### config.mk
export PLATFORM = sky130hd
export DESIGN_NAME = mdio_arbiter
export DESIGN_NICKNAME = d
export VERILOG_FILES = /design/src/rtl/mdio_arbiter.sv
export SDC_FILE = /design/constraint.sdc
export NUM_CORES = 1
export LEC_CHECK = 0
export CAP_MARGIN = 20
export CORE_MARGIN = 8
export CORE_UTILIZATION = 47
export CTS_BUF_LIST = sky130_fd_sc_hd__clkbuf_2
export DETAILED_ROUTE_END_ITERATION = 7
export GPL_ROUTABILITY_DRIVEN = 0
export PLACE_DENSITY = 0.8
export SYNTH_ARGS = -nofsm -noshare
export SYNTH_HDL_FRONTEND = slang
export SYNTH_SLANG_ARGS = --single-unit
export TNS_END_PERCENT = 30
### constraint.sdc
create_clock -name clock -period 3.75 [get_ports clock]
set_clock_uncertainty 0.2 [all_clocks]
set_input_delay 0.75 -clock clock [delete_from_list [all_inputs] [get_ports clock]]
set_output_delay 0.75 -clock clock [all_outputs]
set_load 0.01 [all_outputs]
### src/rtl/mdio_arbiter.sv
// mdio_arbiter
//   Round-robin arbiter that shares one MDIO serial engine among NUM_REQ
//   clients. Each client posts a single register read or write at a time.
//   The arbiter grants the engine, runs its request/ready handshake, returns
//   read data with a one-cycle done pulse, and aborts a hung engine after
//   TIMEOUT_CYCLES. Lives entirely in the 2.5 MHz MDIO clock domain.
//
// Ports
//   clock, reset        MDIO-domain clock, asynchronous active-high reset
//   req[i]              level request from client i, held until done[i]
//   req_wr[i]           1 = write, 0 = read (sampled at grant)
//   req_addr[5i+:5]     register address (sampled at grant)
//   req_wdata[16i+:16]  write data (sampled at grant)
//   done[i]             one-cycle completion pulse to the granted client
//   err                 valid with done; 1 = transaction aborted by timeout
//   rd_data             read result, valid with done, held until next done
//   busy                high from grant through the done cycle
//   grant_id            current or most recently granted client
//   mdio_addr, mdio_wr_data, mdio_rd_request, mdio_wr_request  to engine
//   mdio_ready, mdio_rd_data                                   from engine
module mdio_arbiter #(
  parameter int NUM_REQ        = 3,
  parameter int TIMEOUT_CYCLES = 4096
) (
  input  logic                    clock,
  input  logic                    reset,
  input  logic [NUM_REQ-1:0]      req,
  input  logic [NUM_REQ-1:0]      req_wr,
  input  logic [5*NUM_REQ-1:0]    req_addr,
  input  logic [16*NUM_REQ-1:0]   req_wdata,
  output logic [NUM_REQ-1:0]      done,
  output logic                    err,
  output logic [15:0]             rd_data,
  output logic                    busy,
  output logic [2:0]              grant_id,
  output logic [4:0]              mdio_addr,
  output logic [15:0]             mdio_wr_data,
  output logic                    mdio_rd_request,
  output logic                    mdio_wr_request,
  input  logic                    mdio_ready,
  input  logic [15:0]             mdio_rd_data
);

  localparam int               CNT_W       = $clog2(TIMEOUT_CYCLES + 1);
  localparam logic [CNT_W-1:0] TIMEOUT_VAL = CNT_W'(TIMEOUT_CYCLES);
  localparam logic [2:0]       LAST_IDX    = 3'(NUM_REQ - 1);

  typedef enum logic [1:0] {
    S_IDLE,
    S_WAIT_BUSY,
    S_WAIT_DONE,
    S_FINISH
  } state_t;

  state_t               r_state,    w_state;
  logic [2:0]           r_ptr,      w_ptr;
  logic [CNT_W-1:0]     r_cnt,      w_cnt;
  logic                 r_wr,       w_wr;
  logic [NUM_REQ-1:0]   r_done,     w_done;
  logic                 r_err,      w_err;
  logic [15:0]          r_rd_data,  w_rd_data;
  logic                 r_busy,     w_busy;
  logic [2:0]           r_grant_id, w_grant_id;
  logic [4:0]           r_addr,     w_addr;
  logic [15:0]          r_wdata,    w_wdata;
  logic                 r_rd_req,   w_rd_req;
  logic                 r_wr_req,   w_wr_req;

  // Client vectors padded to 8 entries so a 3-bit index always fits.
  logic [7:0]           w_req_pad;
  logic [7:0]           w_wr_pad;
  logic [4:0]           w_addr_arr  [8];
  logic [15:0]          w_wdata_arr [8];
  logic                 w_any;
  logic [2:0]           w_sel;
  logic [NUM_REQ-1:0]   w_gnt_onehot;

  assign w_req_pad = 8'(req);
  assign w_wr_pad  = 8'(req_wr);

  for (genvar g = 0; g < 8; g++) begin : g_slice
    if (g < NUM_REQ) begin : g_used
      assign w_addr_arr[g]  = req_addr[5*g +: 5];
      assign w_wdata_arr[g] = req_wdata[16*g +: 16];
    end else begin : g_pad
      assign w_addr_arr[g]  = '0;
      assign w_wdata_arr[g] = '0;
    end
  end

  assign w_gnt_onehot = {{(NUM_REQ-1){1'b0}}, 1'b1} << r_grant_id;

  function automatic logic [2:0] wrap_idx(input logic [2:0] base, input int off);
    int s;
    s = int'(base) + off;
    if (s >= NUM_REQ) s = s - NUM_REQ;
    return s[2:0];
  endfunction

  // Round-robin pick: scan from the far end so the nearest requester at or
  // after the pointer is the last one written and therefore wins.
  always_comb begin
    w_any = 1'b0;
    w_sel = '0;
    for (int k = NUM_REQ - 1; k >= 0; k--) begin
      if (w_req_pad[wrap_idx(r_ptr, k)]) begin
        w_any = 1'b1;
        w_sel = wrap_idx(r_ptr, k);
      end
    end
  end

  always_comb begin
    // NOTE: every variable gets its hold/default value first, so no path
    // through the case statement can leave one unassigned and infer a latch.
    w_state    = r_state;
    w_ptr      = r_ptr;
    w_cnt      = r_cnt;
    w_wr       = r_wr;
    w_done     = '0;
    w_err      = 1'b0;
    w_rd_data  = r_rd_data;
    w_busy     = r_busy;
    w_grant_id = r_grant_id;
    w_addr     = r_addr;
    w_wdata    = r_wdata;
    w_rd_req   = r_rd_req;
    w_wr_req   = r_wr_req;

    // busy covers the done cycle itself and drops right after it.
    if (r_done != '0) w_busy = 1'b0;

    case (r_state)
      S_IDLE: begin
        // No grant during the done cycle: the finishing client still holds
        // req there, and only a req still high one cycle later is new.
        if (w_any && mdio_ready && (r_done == '0)) begin
          w_state    = S_WAIT_BUSY;
          w_ptr      = (w_sel == LAST_IDX) ? 3'd0 : w_sel + 3'd1;
          w_cnt      = '0;
          w_wr       = w_wr_pad[w_sel];
          w_addr     = w_addr_arr[w_sel];
          w_wdata    = w_wdata_arr[w_sel];
          w_grant_id = w_sel;
          w_busy     = 1'b1;
          w_rd_req   = ~w_wr_pad[w_sel];
          w_wr_req   = w_wr_pad[w_sel];
        end
      end

      S_WAIT_BUSY, S_WAIT_DONE: begin
        if (r_cnt == TIMEOUT_VAL) begin
          // Hung engine: report the abort directly, skipping FINISH.
          w_rd_req  = 1'b0;
          w_wr_req  = 1'b0;
          w_rd_data = 16'hFFFF;
          w_done    = w_gnt_onehot;
          w_err     = 1'b1;
          w_state   = S_IDLE;
        end else begin
          w_cnt = r_cnt + 1'b1;
          if (r_state == S_WAIT_BUSY) begin
            // Engine has accepted the request once it reports not-ready.
            if (!mdio_ready) begin
              w_rd_req = 1'b0;
              w_wr_req = 1'b0;
              w_state  = S_WAIT_DONE;
            end
          end else if (mdio_ready) begin
            if (!r_wr) w_rd_data = mdio_rd_data;
            w_state = S_FINISH;
          end
        end
      end

      S_FINISH: begin
        w_done  = w_gnt_onehot;
        w_state = S_IDLE;
      end

      default: w_state = S_IDLE;
    endcase
  end

  always_ff @(posedge clock or posedge reset) begin
    if (reset) begin
      r_state    <= S_IDLE;
      r_ptr      <= '0;
      r_cnt      <= '0;
      r_wr       <= 1'b0;
      r_done     <= '0;
      r_err      <= 1'b0;
      r_rd_data  <= '0;
      r_busy     <= 1'b0;
      r_grant_id <= '0;
      r_addr     <= '0;
      r_wdata    <= '0;
      r_rd_req   <= 1'b0;
      r_wr_req   <= 1'b0;
    end else begin
      // NOTE: non-blocking assignments so every register samples the values
      // from before this edge, independent of statement order.
      r_state    <= w_state;
      r_ptr      <= w_ptr;
      r_cnt      <= w_cnt;
      r_wr       <= w_wr;
      r_done     <= w_done;
      r_err      <= w_err;
      r_rd_data  <= w_rd_data;
      r_busy     <= w_busy;
      r_grant_id <= w_grant_id;
      r_addr     <= w_addr;
      r_wdata    <= w_wdata;
      r_rd_req   <= w_rd_req;
      r_wr_req   <= w_wr_req;
    end
  end

  assign done            = r_done;
  assign err             = r_err;
  assign rd_data         = r_rd_data;
  assign busy            = r_busy;
  assign grant_id        = r_grant_id;
  assign mdio_addr       = r_addr;
  assign mdio_wr_data    = r_wdata;
  assign mdio_rd_request = r_rd_req;
  assign mdio_wr_request = r_wr_req;

endmodule

==> flow_results.org <==
** CTS
- TritonCTS built the clock tree.
- TritonCTS created 9 clock buffers.
- Count of clock tree sinks :: 66
- Post-CTS Setup Inserts :: 0
- The number of gates resized after CTS was 0.
- The clock passes through at most 2 buffers.
- The cell sitting at the root of the clock tree is a clkbuf_2.
- Maximum level of the CTS H-tree :: 3
- Worst-path clk slew :: 0.18 ns
- Cts hold-fix bufs :: 0
- For the worst-skew pair, the clock arrives at the later sink with an insertion delay of 0.50 ns.

** Placed design
- The number of placed instances, taps included, is 624.
- Detailed placement finished with a half-perimeter wire length of 9.10 mm.
- The count of buffers added on input and output ports is 134.
- After detailed placement, the total cell area comes to 5380 um^2.

** STA
- The max-slew violation count came to 0.
- Worst hold margin :: 0.311 ns
- Based on the critical path, the design can be clocked at up to 296 MHz.
- Fin crit share :: 0.901
- Max transition margin :: 0.526
- For the pin with the worst max-slew slack, the measured transition is 0.710 ns.
- Setup violations remaining at the end of the flow were counted as 0.
- Post-route minimum period :: 3.38 ns
- In the final timing run, aggregate negative setup slack is 0 ns.
- Final Hold Vio Count :: 0
- Setup repair after global routing left no endpoint under its margin.

** Synth
- For this run, the leading register cell type out of synthesis is dfrtp_1.
- The synthesized netlist contains 68 unique library cells.
- Average instance area after synthesis :: 9.96 um^2
- Total number of yosys warnings :: 0
- Share of synthesized registers carrying an async set or reset :: 1.00
- Sequential fraction of the synthesis area :: 0.425
- Counting every instance in the synthesized netlist gives 390.
- In this run, synthesis produced a sequential element count of 66.
- Synth Cell Area :: 3890 um^2
- Number of enable-type register cells in the synthesized netlist :: 0
- Syn_nets :: 493

** Detailed routing
- First-pass DRT Iterations :: 4
- The detail route stage leaves a number of antenna-violating nets equal to 0.
- Routed length per instance :: 17.8 um
- Detailed-route vias per instance :: 5.68
- Number of DRC violations after detailed routing :: 0
- The first routing iteration left 134 violations.
- The final layout contains routed wiring with a total length of 11.4 mm.
- Total via count after detailed routing :: 3627

** Hold path
- Worst Hold Class :: flip-flop to flip-flop

** Floorplan
- DIE WIDTH :: 107 um
- Top Ports :: 135
- Initial Util :: 0.478
- The floorplan has 33 rows.
- The core region is 8130 um^2.
- Vertical die dimension :: 107 um
- The die covers 11400 um^2.

** Layout
- The finished layout holds 639 standard cells, fillers aside.
- The area growth from synthesis to layout is 41.9%.
- Fraction of layout cells with a size suffix above 1 :: 0.0861
- Most frequent cells in the layout :: 134 x clkdlybuf4s50_1, 66 x dfrtp_1, 41 x nor2_1
- Core utilization of the finished layout :: 0.678
- Leaving out fill and tap cells, the most frequent cell in the layout is clkdlybuf4s50_1.
- After the last flow step, the layout net total stands at 633.
- The repair_antennas step left the layout with diodes totalling 0.
- The finished cells cover 5510 um^2.

** Global routing
- Number of global-route vias before repair :: 3864
- GRT Overall Usage :: 0.207
- The number of antenna violations at the first check in global routing came to 0.
- Entering global routing, the biggest net connects 31 pins.
- GRT Residual Overflow :: 0
- The first global-routing pass estimated 18.9 mm of wire.

** Setup path
- Worst setup path category :: flip-flop to flip-flop
- CP delay by family, top :: simple AND/OR/NAND/NOR gates
- Walking the worst path, the cells encountered are ha_1, ha_1, nand4bb_1, or3_1, a31o_1, or2_2, a311o_1, or3_1, a21oi_1.
- Crit Reg-Reg Startpoint :: r_ptr[0]
- Buffer and inverter count on the worst path :: 0
- Arrival time reported for the critical path endpoint :: 3.61 ns
- The worst register-to-register path has a depth of 9.
- The critical path crosses 9 cells after its start point.
- The worst register-to-register path ends at r_cnt[11].
- Critical path data required time :: 3.98 ns
- The worst setup path is launched from a flip-flop.
- The critical path ends at r_cnt[11].
- The critical path starts at r_ptr[0].
- Among all stages on the critical path, the largest delay is contributed by dfrtp_1.
- In this run the register-to-register setup slack is 0.37 ns.
- CP Max Fanout :: 8
- For this run, the slowest stage of the critical path takes 0.52 ns.
- STA classifies the critical path endpoint as a flip-flop.

** Pwr
- Of the total power, combinational logic draws 0.397.
- Switching Share :: 0.345
- Peak supply drop :: 0.303 mV
- Relative contribution of the clock network to total power :: 0.208
- Power per standard cell area :: 424 nW/um^2
- Share of total power in sequential cells :: 0.395
- The analysis attributes to cell leakage a power of 0.00223 uW.
- Internal power comes to 1530 uW.
- In this run the power spent charging and discharging nets is 805 uW.

** Run status
- The run finished with clean final reports.

** Run
- Max-cap violations in this run came to 0.
-- worst min path at each step --
stage,slack (ns),endpoint,start,cells past startpoint
4_1_cts,0.31,busy,busy,2
6_report,0.31,busy,busy,2
3_3_place_gp,0.27,busy,busy,2
2_1_floorplan,0.25,r_wr,r_wr,2
5_1_grt,0.36,rd_data[15],rd_data[15],1
3_5_place_dp,0.27,busy,busy,2
-- worst min-delay path, stage by stage, from the launching register on --
cell and delay, ns:
dfrtp_1 0.39, nand2_1 0.05, nand2_1 0.05
-- layer usage --
layer	global-route usage	routed length, um
met5	0	0
met4	0.0704	205
met1	0.219	4320
met3	0.0990	1140
met2	0.353	5720
-- per-stage QoR --
step / setup WS (ns) / total power (uW)
after floorplan: 0.724 / 1480
after global placement: 0.278 / 1830
after detailed placement: 0.157 / 1870
after CTS: 0.378 / 2360
after global routing: 0.0392 / 2490
final: 0.370 / 2330
-- flip-flops by register name (all words and copies together), names as in the netlist --
signal           count
grant_id             3
busy                 1
err                  1
r_state              2
r_cnt               13
r_ptr                3
done                 3
rd_data             16
r_wr                 1
mdio_addr            5
mdio_wr_data        16
mdio_wr_request      1
mdio_rd_request      1
-- power groups by stage --
stage	Clock, uW	Sequential (uW)	Combinational [uW]
2_1_floorplan	0	962	513
3_3_place_gp	0	926	907
3_5_place_dp	0	934	937
4_1_cts	495	921	941
5_1_grt	520	939	1030
6_report	486	922	927
-- cells in the mapped netlist (all sizes together), types with 4 or more instances --
library cell / number / area [um^2]
and2: 7 / 43.8
nor2: 43 / 171
buf: 15 / 103
nand3: 5 / 25.0
a211oi: 21 / 163
or4: 4 / 30.0
mux2: 4 / 45.0
clkbuf: 5 / 18.8
ha: 15 / 188
nor2b: 4 / 25.0
nand2: 16 / 60.1
o21a: 4 / 30.0
mux2i: 25 / 250
nand2b: 4 / 25.0
nor3: 26 / 141
o31ai: 7 / 52.6
o22a: 17 / 149
a21oi: 16 / 87.6
dfrtp: 66 / 1650
inv: 17 / 63.8
or3: 4 / 25.0
o21ai: 7 / 35.0
-- layout make-up --
type	count	area (um^2)
Clock buffer	9	45.0
Clock inverter	6	92.6
Fill cell	623	2620
Inverter	17	63.8
Multi-Input combinational cell	287	2050
Sequential cell	66	1650
Tap cell	105	131
Timing Repair Buffer	149	1480
-- logic make-up after synthesis --
kind of cell	Yosys count	synth area share
simple gates	134	0.184
compound gates	106	0.212
flops	66	0.425
buf+inv	37	0.0477
mux	29	0.0760
fa+ha+maj	15	0.0483
xor+xnor	3	0.00676
Note: power is estimated with default switching activity, not from simulation.
==> RTL change: new RTL, same flow settings <==
The output `err` loses its register stage (`r_err` becomes a continuous assignment).
--- a/src/rtl/mdio_arbiter.sv
+++ b/src/rtl/mdio_arbiter.sv
@@ -189,7 +189,6 @@
       r_cnt      <= '0;
       r_wr       <= 1'b0;
       r_done     <= '0;
-      r_err      <= 1'b0;
       r_rd_data  <= '0;
       r_busy     <= 1'b0;
       r_grant_id <= '0;
@@ -205,7 +204,6 @@
       r_cnt      <= w_cnt;
       r_wr       <= w_wr;
       r_done     <= w_done;
-      r_err      <= w_err;
       r_rd_data  <= w_rd_data;
       r_busy     <= w_busy;
       r_grant_id <= w_grant_id;
@@ -215,6 +213,8 @@
       r_wr_req   <= w_wr_req;
     end
   end
+
+  assign r_err = w_err;
 
   assign done            = r_done;
   assign err             = r_err;
Check against the original RTL: no difference found for any inputs over 4 cycles, from zero or initial values and one cycle with reset high; that may be too few to reach the edited logic, so the function may still have changed.
==> RTL change against the original RTL <==
Sequential cell count down 1. Final cell count fell by 6.1%. Via count is 5.5% lower. Worst setup slack worse by 280 ps. Global-route usage is 0.10 points lower. Cell area shrank 5.2%. Wire length shrank 3.1%. Area after synthesis shrank 6.6%. Critical path type unchanged.
Power is not compared: it rests on default switching activity, and its combinational part moved more than twofold at a synthesized area within 25%.
==> RTL change: results <==
[routing]
wirelength_um = 11000
viasPerCell = 5.71
vias = 3426
wl_met3_um = 1060
drt_iter0_markers = 148
wl_met2_um = 5360

[synth]
avgSynthCellArea_um2 = 10.1
ys.flop_type = dfrtp_1
synth_nets = 462
seq_area_frac_synth_pct = 44.8
synth.area.top_cells = dfrtp_1 (45%), a221o_1 (5.8%), a32oi_1 (5.3%)
ys_top_cells_by_count = dfrtp_1 (65), nor2_1 (44), a32oi_1 (22), a221o_1 (21), inv_1 (18)
yosysUniqueCellTypes = 52

[cells_and_area]
drive_above_1_share_pct = 8.63
nets = 596

[power]
p_leak_nw = 2.14

[placed_design]
post-place-ws_ps = 143
placed_area_um2 = 5110
dp_cells = 584
dp_hpwl_um = 8610

[global_routing]
grt_start_max_net_pins = 50
met2_usage_pct = 33.2
grt_usage_pct = 20.6
grt_use_met1_pct = 23.5
use_met3_pct = 9.11
grt_pass1_wl_um = 18200

[critical_path]
regToRegEndpoint = r_wr
crit_arrival_ps = 3900
max_stage_delay_ps = 500
r2r_slack_ps = 90
r2r_start = r_ptr[1]
crit_fanout = 24
r2r_cells = 11
crit_family = compound AO/OA/AOI/OAI gates

[run_status]
status = finished, final reports clean

[timing]
worst_hold_slack_ps = 294
worst_pin_slew_ps = 735

[clock_network]
path_clk_slew_ps = 180

[worst_hold_path]
min_from = busy
min_delay_worst_endpoint = busy
==> RTL change: changes by cell type in the layout (fill, tap and decap cells not counted), moves of 5 or more <==
cell	unedited run	this run
xnor2_1	3	9
a32oi_1	0	22
a221o_1	0	21
o21ai_0	6	13
nand3_1	5	10
nor3_1	25	5
mux2i_1	25	3
a211oi_1	20	6
==> RTL change: how the worst max path moves through the flow <==
stage                     startpoint         endpoint  slack [ps]  depth (start not counted)
after floorplan             r_ptr[1]  mdio_wr_data[0]         520                         10
after global placement        req[0]             r_wr         230                          9
after detailed placement      req[0]             r_wr         140                          9
after CTS                   r_ptr[1]             r_wr         140                         11
after global routing        r_ptr[1]             r_wr          -2                         11
final                       r_ptr[1]             r_wr          90                         11
==> RTL change: area by class of cell <==
| type | count | area (um^2) |
|---|---|---|
| clock buffer | 9 | 45.0 |
| clock inverter | 7 | 68.8 |
| sequential | 65 | 1630 |
| inverter | 18 | 67.6 |
| timing repair buffer | 148 | 1460 |
| tap | 102 | 128 |
| fill | 613 | 2380 |
| multi-input combinational | 251 | 1830 |
==> RTL change: kinds of logic after synthesis <==
logic type | Yosys count | share of synthesized area, %
XOR/XNOR | 9 | 2.17
buffers and inverters | 43 | 5.17
flip-flops | 65 | 44.8
AO/OA/AOI/OAI | 116 | 26.4
multiplexers | 7 | 2.07
adder cells (fa/ha/maj) | 15 | 5.17
AND/OR/NAND/NOR | 104 | 14.2
==> RTL change: where the power goes <==
| part | switching [mW] | total (mW) | internal, mW |
|---|---|---|---|
| Clock | 0.259 | 0.412 | 0.153 |
| Combinational | 1.45 | 2.78 | 1.33 |
| Sequential | 0.236 | 1.24 | 1.00 |
| Total | 1.94 | 4.43 | 2.49 |
==> RTL change: worst min-delay path, cell delays in order (launching register included) <==
cell	delay, ps
dfrtp_1	370
nand2_1	50
nand2_1	50
